==> src/rtl/ps2_ctrl_pkg.sv <==
// PS/2 key controller shared definitions.
// FSM state codes, scan-code prefixes and key-event field widths.
package ps2_ctrl_pkg;

    localparam int CODE_W = 8;
    localparam int KEY_W  = CODE_W + 2;

    localparam logic [7:0] PS2_EXT = 8'hE0;
    localparam logic [7:0] PS2_BRK = 8'hF0;

    typedef logic [2:0] state_t;

    localparam state_t S_IDLE    = 3'd0;
    localparam state_t S_EXT     = 3'd1;
    localparam state_t S_BRK     = 3'd2;
    localparam state_t S_EXT_BRK = 3'd3;
    localparam state_t S_PUSH    = 3'd4;

endpackage

==> src/rtl/ps2_code_fifo.sv <==
// Key-event FIFO: push/pop in the same cycle, no empty bypass.
// Pointers carry one extra wrap bit to tell full from empty.
module ps2_code_fifo
    import ps2_ctrl_pkg::*;
#(
    parameter int DEPTH = 8,
    parameter int WIDTH = KEY_W
) (
    input  logic             clk,
    input  logic             rst,
    input  logic             push,
    input  logic [WIDTH-1:0] push_data,
    input  logic             pop,
    output logic             full,
    output logic             empty,
    output logic [WIDTH-1:0] head,
    output logic             ovf_evt
);

    localparam int AW = $clog2(DEPTH);

    logic [AW:0]      wr_ptr;
    logic [AW:0]      rd_ptr;
    logic [WIDTH-1:0] mem [DEPTH];
    logic             do_push;
    logic             do_pop;

    assign empty   = (wr_ptr == rd_ptr);
    assign full    = (wr_ptr[AW] != rd_ptr[AW]) &&
                     (wr_ptr[AW-1:0] == rd_ptr[AW-1:0]);
    assign do_pop  = pop && !empty;
    assign do_push = push && (!full || do_pop);
    assign ovf_evt = push && full && !do_pop;
    assign head    = empty ? '0 : mem[rd_ptr[AW-1:0]];

    // Pointer update; both may move in the same cycle.
    always_ff @(posedge clk or posedge rst) begin
        if (rst) begin
            wr_ptr <= '0;
            rd_ptr <= '0;
        end else begin
            if (do_push) wr_ptr <= wr_ptr + (AW+1)'(1);
            if (do_pop)  rd_ptr <= rd_ptr + (AW+1)'(1);
        end
    end

    // Storage array, written only on an accepted push.
    always_ff @(posedge clk) begin
        if (do_push) mem[wr_ptr[AW-1:0]] <= push_data;
    end

endmodule

==> src/rtl/ps2_key_controller.sv <==
// PS/2 scan-code decoder: folds E0/F0 prefixes into {ext, brk, code}.
// Define PS2_PARITY_CHECK_EN to reject frames with bad start/parity.
module ps2_key_controller
    import ps2_ctrl_pkg::*;
#(
    parameter int DEPTH   = 8,
    parameter int TIMEOUT = 2_500_000
) (
    input  logic             clk,
    input  logic             rst,
    output logic             rx_en,
    input  logic             rx_done,
    input  logic [7:0]       rx_data,
    input  logic             rx_start,
    input  logic             rx_parity,
    output logic             key_valid,
    input  logic             key_ready,
    output logic [KEY_W-1:0] key_code,
    output logic             ovf,
    input  logic             clr_ovf,
    output logic [7:0]       err_cnt
);

    localparam int            TW      = $clog2(TIMEOUT + 1);
    localparam logic [TW-1:0] TMO_MAX = TW'(TIMEOUT - 1);

    state_t            state;
    state_t            state_d;
    state_t            base;
    logic [CODE_W-1:0] code_q;
    logic [CODE_W-1:0] code_d;
    logic              ext_q;
    logic              ext_d;
    logic              brk_q;
    logic              brk_d;
    logic [TW-1:0]     tmo_cnt;
    logic              in_prefix;
    logic              tmo_hit;
    logic              accept;
    logic              rej;
    logic              is_ext;
    logic              is_brk;
    logic              full;
    logic              empty;
    logic              ovf_evt;
    logic [1:0]        err_inc;
    logic [8:0]        err_sum;

`ifdef PS2_PARITY_CHECK_EN
    logic frame_ok;
    assign frame_ok = !rx_start && (^{rx_parity, rx_data});
    assign accept   = rx_done && frame_ok;
    assign rej      = rx_done && !frame_ok;
`else
    logic unused_frame_bits;
    assign unused_frame_bits = ^{rx_start, rx_parity};
    assign accept = rx_done;
    assign rej    = 1'b0;
`endif

    assign is_ext    = (rx_data == PS2_EXT);
    assign is_brk    = (rx_data == PS2_BRK);
    assign in_prefix = (state == S_EXT) || (state == S_BRK) ||
                       (state == S_EXT_BRK);
    assign tmo_hit   = in_prefix && !accept && (tmo_cnt == TMO_MAX);
    assign rx_en     = !full;
    assign key_valid = !empty;
    assign err_inc   = {1'b0, tmo_hit} + {1'b0, rej};
    assign err_sum   = {1'b0, err_cnt} + {7'd0, err_inc};

    // Next-state decode; PUSH behaves as IDLE for a byte arriving with it.
    always_comb begin
        state_d = state;
        code_d  = code_q;
        ext_d   = ext_q;
        brk_d   = brk_q;
        base    = (state == S_PUSH) ? S_IDLE : state;
        if (state == S_PUSH) state_d = S_IDLE;
        if (accept) begin
            code_d = rx_data;
            case (base)
                S_EXT: begin
                    unique case (1'b1)
                        is_brk:  state_d = S_EXT_BRK;
                        is_ext:  state_d = S_EXT;
                        default: begin
                            state_d = S_PUSH;
                            ext_d   = 1'b1;
                            brk_d   = 1'b0;
                        end
                    endcase
                end
                S_BRK, S_EXT_BRK: begin
                    if (is_ext || is_brk) begin
                        state_d = S_IDLE;
                    end else begin
                        state_d = S_PUSH;
                        ext_d   = (base == S_EXT_BRK);
                        brk_d   = 1'b1;
                    end
                end
                default: begin
                    unique case (1'b1)
                        is_ext:  state_d = S_EXT;
                        is_brk:  state_d = S_BRK;
                        default: begin
                            state_d = S_PUSH;
                            ext_d   = 1'b0;
                            brk_d   = 1'b0;
                        end
                    endcase
                end
            endcase
        end else if (tmo_hit) begin
            state_d = S_IDLE;
        end
    end

    // FSM state and pending key-event register.
    always_ff @(posedge clk or posedge rst) begin
        if (rst) begin
            state  <= S_IDLE;
            code_q <= '0;
            ext_q  <= 1'b0;
            brk_q  <= 1'b0;
        end else begin
            state  <= state_d;
            code_q <= code_d;
            ext_q  <= ext_d;
            brk_q  <= brk_d;
        end
    end

    // Prefix timeout counter: restarts on every accepted byte.
    always_ff @(posedge clk or posedge rst) begin
        if (rst)
            tmo_cnt <= '0;
        else if (!in_prefix || accept || tmo_hit)
            tmo_cnt <= '0;
        else
            tmo_cnt <= tmo_cnt + TW'(1);
    end

    // Saturating error counter for timeouts and rejected frames.
    always_ff @(posedge clk or posedge rst) begin
        if (rst)
            err_cnt <= '0;
        else
            err_cnt <= err_sum[8] ? 8'hFF : err_sum[7:0];
    end

    // Sticky overflow; a new overflow beats a same-cycle clear.
    always_ff @(posedge clk or posedge rst) begin
        if (rst)
            ovf <= 1'b0;
        else if (ovf_evt)
            ovf <= 1'b1;
        else if (clr_ovf)
            ovf <= 1'b0;
    end

    ps2_code_fifo #(
        .DEPTH (DEPTH),
        .WIDTH (KEY_W)
    ) u_fifo (
        .clk       (clk),
        .rst       (rst),
        .push      (state == S_PUSH),
        .push_data ({ext_q, brk_q, code_q}),
        .pop       (key_ready),
        .full      (full),
        .empty     (empty),
        .head      (key_code),
        .ovf_evt   (ovf_evt)
    );

endmodule
==> config.mk <==
export PLATFORM = sky130hd
export DESIGN_NAME = ps2_key_controller
export DESIGN_NICKNAME = d
export VERILOG_FILES = /design/src/rtl/ps2_ctrl_pkg.sv /design/src/rtl/ps2_code_fifo.sv /design/src/rtl/ps2_key_controller.sv
export SDC_FILE = /design/constraint.sdc
export NUM_CORES = 1
export LEC_CHECK = 0
export BUFFER_PORTS_ARGS = -buffer_cell sky130_fd_sc_hd__buf_4
export CORE_MARGIN = 1
export CORE_UTILIZATION = 45
export CTS_BUF_LIST = sky130_fd_sc_hd__clkbuf_16
export CTS_CLUSTER_DIAMETER = 30
export DETAILED_ROUTE_END_ITERATION = 12
export SLEW_MARGIN = 10
export SYNTH_ARGS = -nofsm -noshare
export SYNTH_HDL_FRONTEND = slang
export SYNTH_SLANG_ARGS = --single-unit
==> constraint.sdc <==
create_clock -name clk -period 8.5 [get_ports clk]
set_clock_uncertainty 0.15 [all_clocks]
set_input_delay 1.275 -clock clk [delete_from_list [all_inputs] [get_ports clk]]
set_output_delay 1.275 -clock clk [all_outputs]
set_load 0.01 [all_outputs]
==> run summary, run 1 <==
In this run the horizontal extent of the chip is ~110 µm. TritonCTS built the clock tree. The number of buffers created by CTS is 17. The final weighted congestion of routability-driven global placement came out at 0.7667.

In this run the core area contains 40 standard-cell rows. The final period demand of the worst path came out at 4056 ps. The total setup violations reported at the end of the flow came out at 0. The final number of hold-violating endpoints was 0. The detailed-route wire length per cell is 17.00 µm. The total of fill cells in the finished design is 1,005. The via count of the first global-routing pass came to 3,197. The number of detailed-route iterations in the first pass is 4. The number of max-capacitance violations reported came out at 0. The number of hold buffers added after cts came out at 0. The startpoint identified for the worst hold timing path is tmo_cnt[0]$_DFF_PP0_. The relative slew slack is 0.2567. The reg-to-reg setup timing slack is 5290 ps. Clock tree synthesis found a total of around 130 sinks. The summed instance area of the synthesized netlist came out at 5612 µm². The number of input and output port buffers inserted came out at 33.

The number of storage elements in the synthesis netlist is 132. The worst setup path is of the reg2out kind. Walking the worst path, the cells encountered are xor2_1, or4_1, buf_4. The number of cells on the worst reg-to-reg path is 4.

Averaged over all synthesized cells, the footprint is 14.77 µm². The tree is rooted in a sky130_fd_sc_hd__clkbuf_16. The worst hold path terminates at tmo_cnt[0]$_DFF_PP0_. The number of slew-limit violations in the final report is 0.

The maximum VDD drop is 0.1017 mV. Synthesis produced a netlist whose cell count is 380. The number of enable flip-flop cells after synthesis came out at 80. The largest net degree at the start of global routing is 53.

The post-layout net count came out at between 400 and 500. The cell total after placement is around 570. The die extent in y came out at 113.7 µm. The highest achievable clock rate is between 200 and 250 MHz. The H-tree was split into 4 levels. For this run, the leading register cell type out of synthesis is sky130_fd_sc_hd__edfxtp_1. The total negative slack for setup checks came out at 0 ps. The DRC violations left came out at 0.

In this run the critical register-to-register path is captured at u_fifo.mem[3][7]$_DFFE_PP_. The via density per instance is 5.327. The wire length of the first global-routing pass came out at 16,860 µm.

The clock transition at the registers of the reported paths is about 60 ps. The type of origin of the critical path is a flip-flop. The arrival time of the worst setup path is 2630 ps.

Setup repair after global routing left no endpoint under its margin. The layout-stage area growth over the synthesis result came out at 18.44%. The worst register-to-register path begins at u_fifo.rd_ptr[1]$_DFFE_PP0P_. The leakage power is 2.493 nW.

The run finished with clean final reports. Global routing finished with a remaining overflow of 0. The global routing usage summed across all routing layers came out at 0.1797. The count of instances resized after the clock tree is built is 0. The critical path required time is 7070 ps. The async set or reset register ratio after synthesis is 0.3939. The sort of element at the end of the critical path is an output port. Wires add up to 10,250 µm.

The share of the cycle needed by the critical path after routing is 0.4771. The number of cells in the finished layout apart from fillers is about 600. The maximum cell stage delay along the critical path is 1080 ps. The fraction of final layout cells sized beyond drive strength 1 is 0.2506. The highest net fanout along the worst path came out at 24. The number of warnings reported in the yosys synthesis log came out at 0. The effective utilization at floorplan is 0.4652. The remaining number of nets flagged by the antenna check after routing came out at 0. The number of top-level design ports came out at 36. The largest individual stage delay along the critical path comes from the cell sky130_fd_sc_hd__dfrtp_1. The number of antenna diodes came out at 0. The initial antenna violation count is 0. The die area is 12,920 µm². The post-DP HPWL is 6319 µm. The power density over the cells came out at between 300 and 400 nW/µm².

At the later pin of the worst-skew pair, clock insertion delay measures between 400 and 500 ps. The synthesized netlist net count is 400. The setup fix buffers added after clock tree synthesis is 0. For this run, the register share of the synthesized area comes to 0.6600.

The core outline area came out at 12,060 µm². The via total after detailed routing came out at 3,212. For the pin with the worst max-slew slack, the measured transition is between 1000 and 1500 ps. The worst hold path cell count came out at 1. The count of different cell masters after synthesis is 42.

For this block, the initial DRC count from the detailed router was 192. The maximum root-to-sink buffer count is 2. The worst hold path belongs to the class reg2reg.
critical path: cells and delay by family, from the launching register on:
family	cells	cell delay, ps
XOR/XNOR	1	210
AND/OR/NAND/NOR	1	710
flip-flops	1	1080
buffers and inverters	1	210
sequential cells by signal (all words and copies together), names as in the netlist:
signal,cells
brk_q,1
state,3
tmo_cnt,22
ext_q,1
u_fifo.rd_ptr,4
code_q,8
u_fifo.wr_ptr,4
u_fifo.mem,80
ovf,1
err_cnt,8
per-layer routing:
layer,track usage,vias to the layer above,wire [µm]
met5,0,-,0
met4,0.08772,0,185
met3,0.04145,11,241
met2,0.2805,42,5027
met1,0.2388,1641,4795
li1,-,1518,-
kinds of logic (layout without fill, tap and decap cells):
group                      after synthesis  after routing  share of synthesized area
AOI/OAI and AO/OA                       24             24                    0.02743
xor gates and xnor gates                26             26                    0.04058
adders and majority gates                5              5                    0.01115
buffers and inverters                   25             80                    0.01717
DFF                                    132            132                     0.6600
muxes                                   43             43                     0.1242
and+or+nand+nor                        125            125                     0.1195
stage by stage:
stage	total power, mW	instance area (µm²)	setup WS [ps]	hold slack, ps	util
6_report	2.046	6646	4444	341.9	0.5510
5_1_grt	2.143	6646	4329	369.1	0.5510
4_1_cts	2.074	6645	4404	345.8	0.5509
3_5_place_dp	1.378	6076	4770	338.9	0.5037
3_3_place_gp	1.366	6076	4805	322.1	0.5037
2_1_floorplan	1.178	5612	5238	304.9	-
power by group:
part | total (mW) | switching, mW | internal (mW)
clock network | 0.693 | 0.266 | 0.427
logic | 0.491 | 0.228 | 0.263
registers | 0.862 | 0.0873 | 0.775
synth_stat cells (5+ instances only):
master | count | area share
sky130_fd_sc_hd__a21oi_1 | 8 | 0.0071
sky130_fd_sc_hd__clkbuf_1 | 14 | 0.0094
sky130_fd_sc_hd__dfrtp_1 | 52 | 0.23
sky130_fd_sc_hd__edfxtp_1 | 80 | 0.43
sky130_fd_sc_hd__ha_1 | 5 | 0.011
sky130_fd_sc_hd__inv_1 | 6 | 0.0040
sky130_fd_sc_hd__mux2_2 | 13 | 0.026
sky130_fd_sc_hd__mux2i_1 | 10 | 0.018
sky130_fd_sc_hd__mux4_2 | 20 | 0.080
sky130_fd_sc_hd__nand2_1 | 18 | 0.012
sky130_fd_sc_hd__nand2b_1 | 8 | 0.0089
sky130_fd_sc_hd__nand3_1 | 10 | 0.0089
sky130_fd_sc_hd__nand4_1 | 7 | 0.0078
sky130_fd_sc_hd__nor2_1 | 37 | 0.025
sky130_fd_sc_hd__nor3_1 | 8 | 0.0071
sky130_fd_sc_hd__nor4_1 | 6 | 0.0067
sky130_fd_sc_hd__or4_1 | 5 | 0.0067
sky130_fd_sc_hd__xnor2_1 | 13 | 0.020
sky130_fd_sc_hd__xor2_1 | 13 | 0.020
placed cells by master, fill, tap and decap left out, types with 13 or more instances in the layout:
master	Yosys	final
sky130_fd_sc_hd__buf_4	0	42
sky130_fd_sc_hd__clkbuf_16	0	17
sky130_fd_sc_hd__dfrtp_1	52	52
sky130_fd_sc_hd__edfxtp_1	80	80
sky130_fd_sc_hd__mux2_2	13	13
sky130_fd_sc_hd__mux4_2	20	20
sky130_fd_sc_hd__nand2_1	18	18
sky130_fd_sc_hd__nor2_1	37	37
sky130_fd_sc_hd__xnor2_1	13	13
sky130_fd_sc_hd__xor2_1	13	13
worst max path at each step:
stage | start | endpoint | slack (ps) | depth (start not counted)
floorplan | u_fifo.rd_ptr[0]$_DFFE_PP0P_ | key_code[1] | 5240 | 5
global placement | rx_done | err_cnt[3]$_DFF_PP0_ | 4810 | 9
detailed placement | rx_done | err_cnt[3]$_DFF_PP0_ | 4770 | 9
CTS | u_fifo.rd_ptr[1]$_DFFE_PP0P_ | rx_en | 4400 | 3
global route | u_fifo.rd_ptr[1]$_DFFE_PP0P_ | rx_en | 4330 | 3
finish | u_fifo.rd_ptr[1]$_DFFE_PP0P_ | rx_en | 4440 | 3
layout make-up:
cell class | count | area, µm² | area share
Inverter | 6 | 23.77 | 0.003577
Tap cell | 168 | 210.2 | 0.03163
Clock buffer | 17 | 425.4 | 0.06401
Multi-Input combinational cell | 223 | 1824 | 0.2745
Sequential cell | 132 | 3704 | 0.5572
Timing Repair Buffer | 42 | 315.3 | 0.04744
Clock inverter | 15 | 143.9 | 0.02165
Power figures use the tool's default switching activity.
==> run 2, diff against run 1 <==
- ABC_AREA: default -> 1
- clock period: 8.5 -> 3.74 ns (I/O delays scaled with it)
==> run summary, run 2 <==
The core outline area came out at around 13,000 µm². The post-route total power came out at 4.948 mW. The number of top-level design ports came out at 36. The remaining number of nets flagged by the antenna check after routing is 0. The total setup violations reported at the end of the flow came out at 0. The count of instances resized after the clock tree is built is 0. The power density over the cells came out at 705.0 nW/µm². Max-cap violations in this run came to 0.

The analysis attributes to cell leakage a power of ~2.8 nW. The share of the yosys chip area belonging to registers is 0.6149. The startpoint identified for the worst register-to-register timing path is u_fifo.rd_ptr[1]$_DFFE_PP0P_. The library cells used most frequently in the layout, excluding fill and tap cells, are sky130_fd_sc_hd__nor2_1 (149), sky130_fd_sc_hd__nand2_1 (121), sky130_fd_sc_hd__edfxtp_1 (80). The number of cells on the worst reg-to-reg path came out at 8. The via total after detailed routing is roughly 4,300.

At the end of routability-driven placement, the weighted congestion stood at ~0.90. In this run the core area contains 41 standard-cell rows. The CTS tree is yes. The via density per instance came out at around 5.1. The synthesized netlist net count came out at 650. For this run, the leading register cell type out of synthesis is sky130_fd_sc_hd__edfxtp_1.

The layout-stage area growth over the synthesis result came out at 16.51%. The number of enable flip-flop cells after synthesis came out at 80. The worst min-delay path category is in2reg.

The summed instance area of the synthesized netlist came out at 6023 µm². The fraction of final layout cells sized beyond drive strength 1 came out at 0.1279. The initial antenna violation count came out at 0.

In this run, post-CTS hold repair placed 0 buffers. The TritonCTS sink count is ~130. The first global-routing pass estimated 20,800 µm of wire.

Sorting the synthesized cells by how often they occur yields sky130_fd_sc_hd__nor2_1 (149), sky130_fd_sc_hd__nand2_1 (121), sky130_fd_sc_hd__edfxtp_1 (80). Sorting the synthesized cells by area gives the leading types as sky130_fd_sc_hd__edfxtp_1 (40%), sky130_fd_sc_hd__dfrtp_1 (22%), sky130_fd_sc_hd__nor2_1 (9.3%), sky130_fd_sc_hd__nand2_1 (7.5%), sky130_fd_sc_hd__o21ai_0 (5.1%). The count of different cell masters after synthesis is 35.

By startpoint and endpoint, the worst setup path is classified as reg2out. The DRC violations left came out at 0. The type of origin of the critical path is a flip-flop.

In the final routed layout, each cell accounts on average for 14.67 µm. For hold timing, the worst endpoint is ovf$_DFFE_PP0P_. The via count of the first global-routing pass came out at about 4,100. The relative slew slack is 0.2308. The buffer cell driving the clock tree root is sky130_fd_sc_hd__clkbuf_16. During synthesis, Yosys emitted a total of 0 warnings. The instance count of the mapped netlist is 630. The maximum root-to-sink buffer count is 2. The clock transition at the registers of the reported paths came out at about 60 ps. The synthesized area divided by synthesized cell count came out at 9.561 µm². The maximum VDD drop is 0.2984 mV. The actual slew at the worst max-slew pin came out at 1150 ps. The number of slew-limit violations in the final report came out at 0. The final number of hold-violating endpoints was 0. The number of design-rule violations left by the first detailed-router iteration is 300. The reg-to-reg setup timing slack is 980 ps. Of all cell types, the one taking the most synthesized area is sky130_fd_sc_hd__edfxtp_1. Adding up every negative setup slack in the final design gives 0 ps. After routing the design area is 7018 µm². The cell total after placement is 820. The post-layout net count is 687. The setup fix buffers added after clock tree synthesis is 0. The final setup slack of the worst path is a little under 800 ps. The highest net fanout along the worst path came out at 41.

The finished layout holds 852 standard cells, fillers aside. The run finished with clean final reports. The share of the cycle needed by the critical path after routing came out at 0.7884. The remaining global-route overflow is 0.

The arrival time of the worst setup path came out at 2240 ps. The reg-to-reg critical path endpoint is u_fifo.mem[4][5]$_DFFE_PP_. The first detailed-routing pass ran for 5 iterations. The number of buffers created by CTS is 17.

The library cell used most frequently in the layout, excluding fill and tap cells, is sky130_fd_sc_hd__nor2_1. The final period demand of the worst path is 2949 ps. The most repeated cell in the gate-level netlist after synthesis is sky130_fd_sc_hd__nor2_1.

The worst hold path cell count came out at 2. The number of storage elements in the synthesis netlist is 132. The largest net degree at the start of global routing is 45. The final routed wirelength across all metal layers came out at 12,500 µm.

The critical path required time is 3030 ps. The die area is 13,850 µm². The instance area at placement is about 6400 µm². Based on the critical path, the design can be clocked at up to about 340 MHz.

The number of flip-flops in the largest register is 80. The clock tree synthesis step divided the H-tree into 4 levels. The post-placement setup slack came out at 934.1 ps. The repair_antennas step left the layout with diodes totalling 0.

The clock reaches the later pin of the worst-skew pair after between 400 and 500 ps. The initial utilization of the core area, before any placement, comes to 0.4697. For this run, the total global-route usage over all layers was measured as 0.1963.

The sort of element at the end of the critical path is an output port. The area fraction of the dominant cell type after synthesis is 0.3988. The die extent in y is 117.7 µm. The async set or reset register ratio after synthesis came out at 0.3939. The floorplan die width is 117.7 µm. The number of input and output port buffers inserted came out at 33. The post-DP HPWL is 8192 µm. The startpoint identified for the worst hold timing path is clr_ovf. Setup repair after global routing left no endpoint under its margin.
-- run 2: worst max-delay path by stage --
| stage | start | cells past startpoint | end | slack (ps) |
|---|---|---|---|---|
| 4_1_cts | u_fifo.rd_ptr[0]$_DFFE_PP0P_ | 8 | key_code[7] | 760 |
| 5_1_grt | u_fifo.rd_ptr[0]$_DFFE_PP0P_ | 8 | key_code[2] | 590 |
| 6_report | u_fifo.rd_ptr[0]$_DFFE_PP0P_ | 8 | key_code[7] | 790 |
| 3_5_place_dp | u_fifo.rd_ptr[1]$_DFFE_PP0P_ | 8 | u_fifo.mem[4][5]$_DFFE_PP_ | 930 |
| 3_3_place_gp | u_fifo.rd_ptr[1]$_DFFE_PP0P_ | 8 | u_fifo.mem[4][5]$_DFFE_PP_ | 1010 |
| 2_1_floorplan | tmo_cnt[0]$_DFF_PP0_ | 15 | err_cnt[2]$_DFF_PP0_ | 1520 |
-- run 2: where the power goes --
part | total [mW] | internal (mW) | switching, mW
sequential | 1.81 | 1.71 | 0.104
clock | 1.68 | 1.09 | 0.583
combinational | 1.46 | 0.541 | 0.919
total | 4.95 | 3.34 | 1.61
-- run 2: logic make-up (layout without fill, tap and decap cells) --
logic type	after synthesis	in the layout	synth area share
AO/OA/AOI/OAI	88	88	0.07624
AND/OR/NAND/NOR	320	320	0.2231
flip-flops	132	132	0.6149
XOR/XNOR	17	17	0.02721
adder cells (fa/ha/maj)	5	5	0.01039
buffers and inverters	68	118	0.04819
-- run 2: layout make-up --
type | count | area, µm²
repair buffers | 40 | 300.3
multi-input cells | 430 | 2029
clock inverters | 15 | 171.4
inverters | 46 | 172.7
flip-flops and latches | 132 | 3704
clock buffers | 17 | 425.4
well taps | 172 | 215.2
fillers | 1165 | 5807
-- run 2: metrics by stage --
| stage | hold WS, ps | util |
|---|---|---|
| global route | 191.5 | 0.5472 |
| finish | 195.5 | 0.5472 |
| CTS | 179.2 | 0.5472 |
| floorplan | 300.3 | - |
| global placement | 321.2 | 0.5007 |
| detailed placement | 325.3 | 0.5007 |
-- run 2: routing by layer --
layer	vias to the layer above	wire, µm	part of all wire	GRT usage
li1	2156	-	-	-
met1	2068	6128	0.49	0.2756
met2	81	5666	0.45	0.2871
met3	21	471	0.038	0.04264
met4	0	231	0.018	0.09856
met5	-	0	0	0
-- run 2: worst max-delay path, cell delays in order, from the launching register on --
cell and delay (ps):
sky130_fd_sc_hd__dfrtp_1 450, sky130_fd_sc_hd__buf_4 230, sky130_fd_sc_hd__inv_2 60, sky130_fd_sc_hd__buf_4 360, sky130_fd_sc_hd__nor2_1 80, sky130_fd_sc_hd__o21ai_0 200
sky130_fd_sc_hd__o21ai_1 90, sky130_fd_sc_hd__nor2_1 190, sky130_fd_sc_hd__buf_4 160
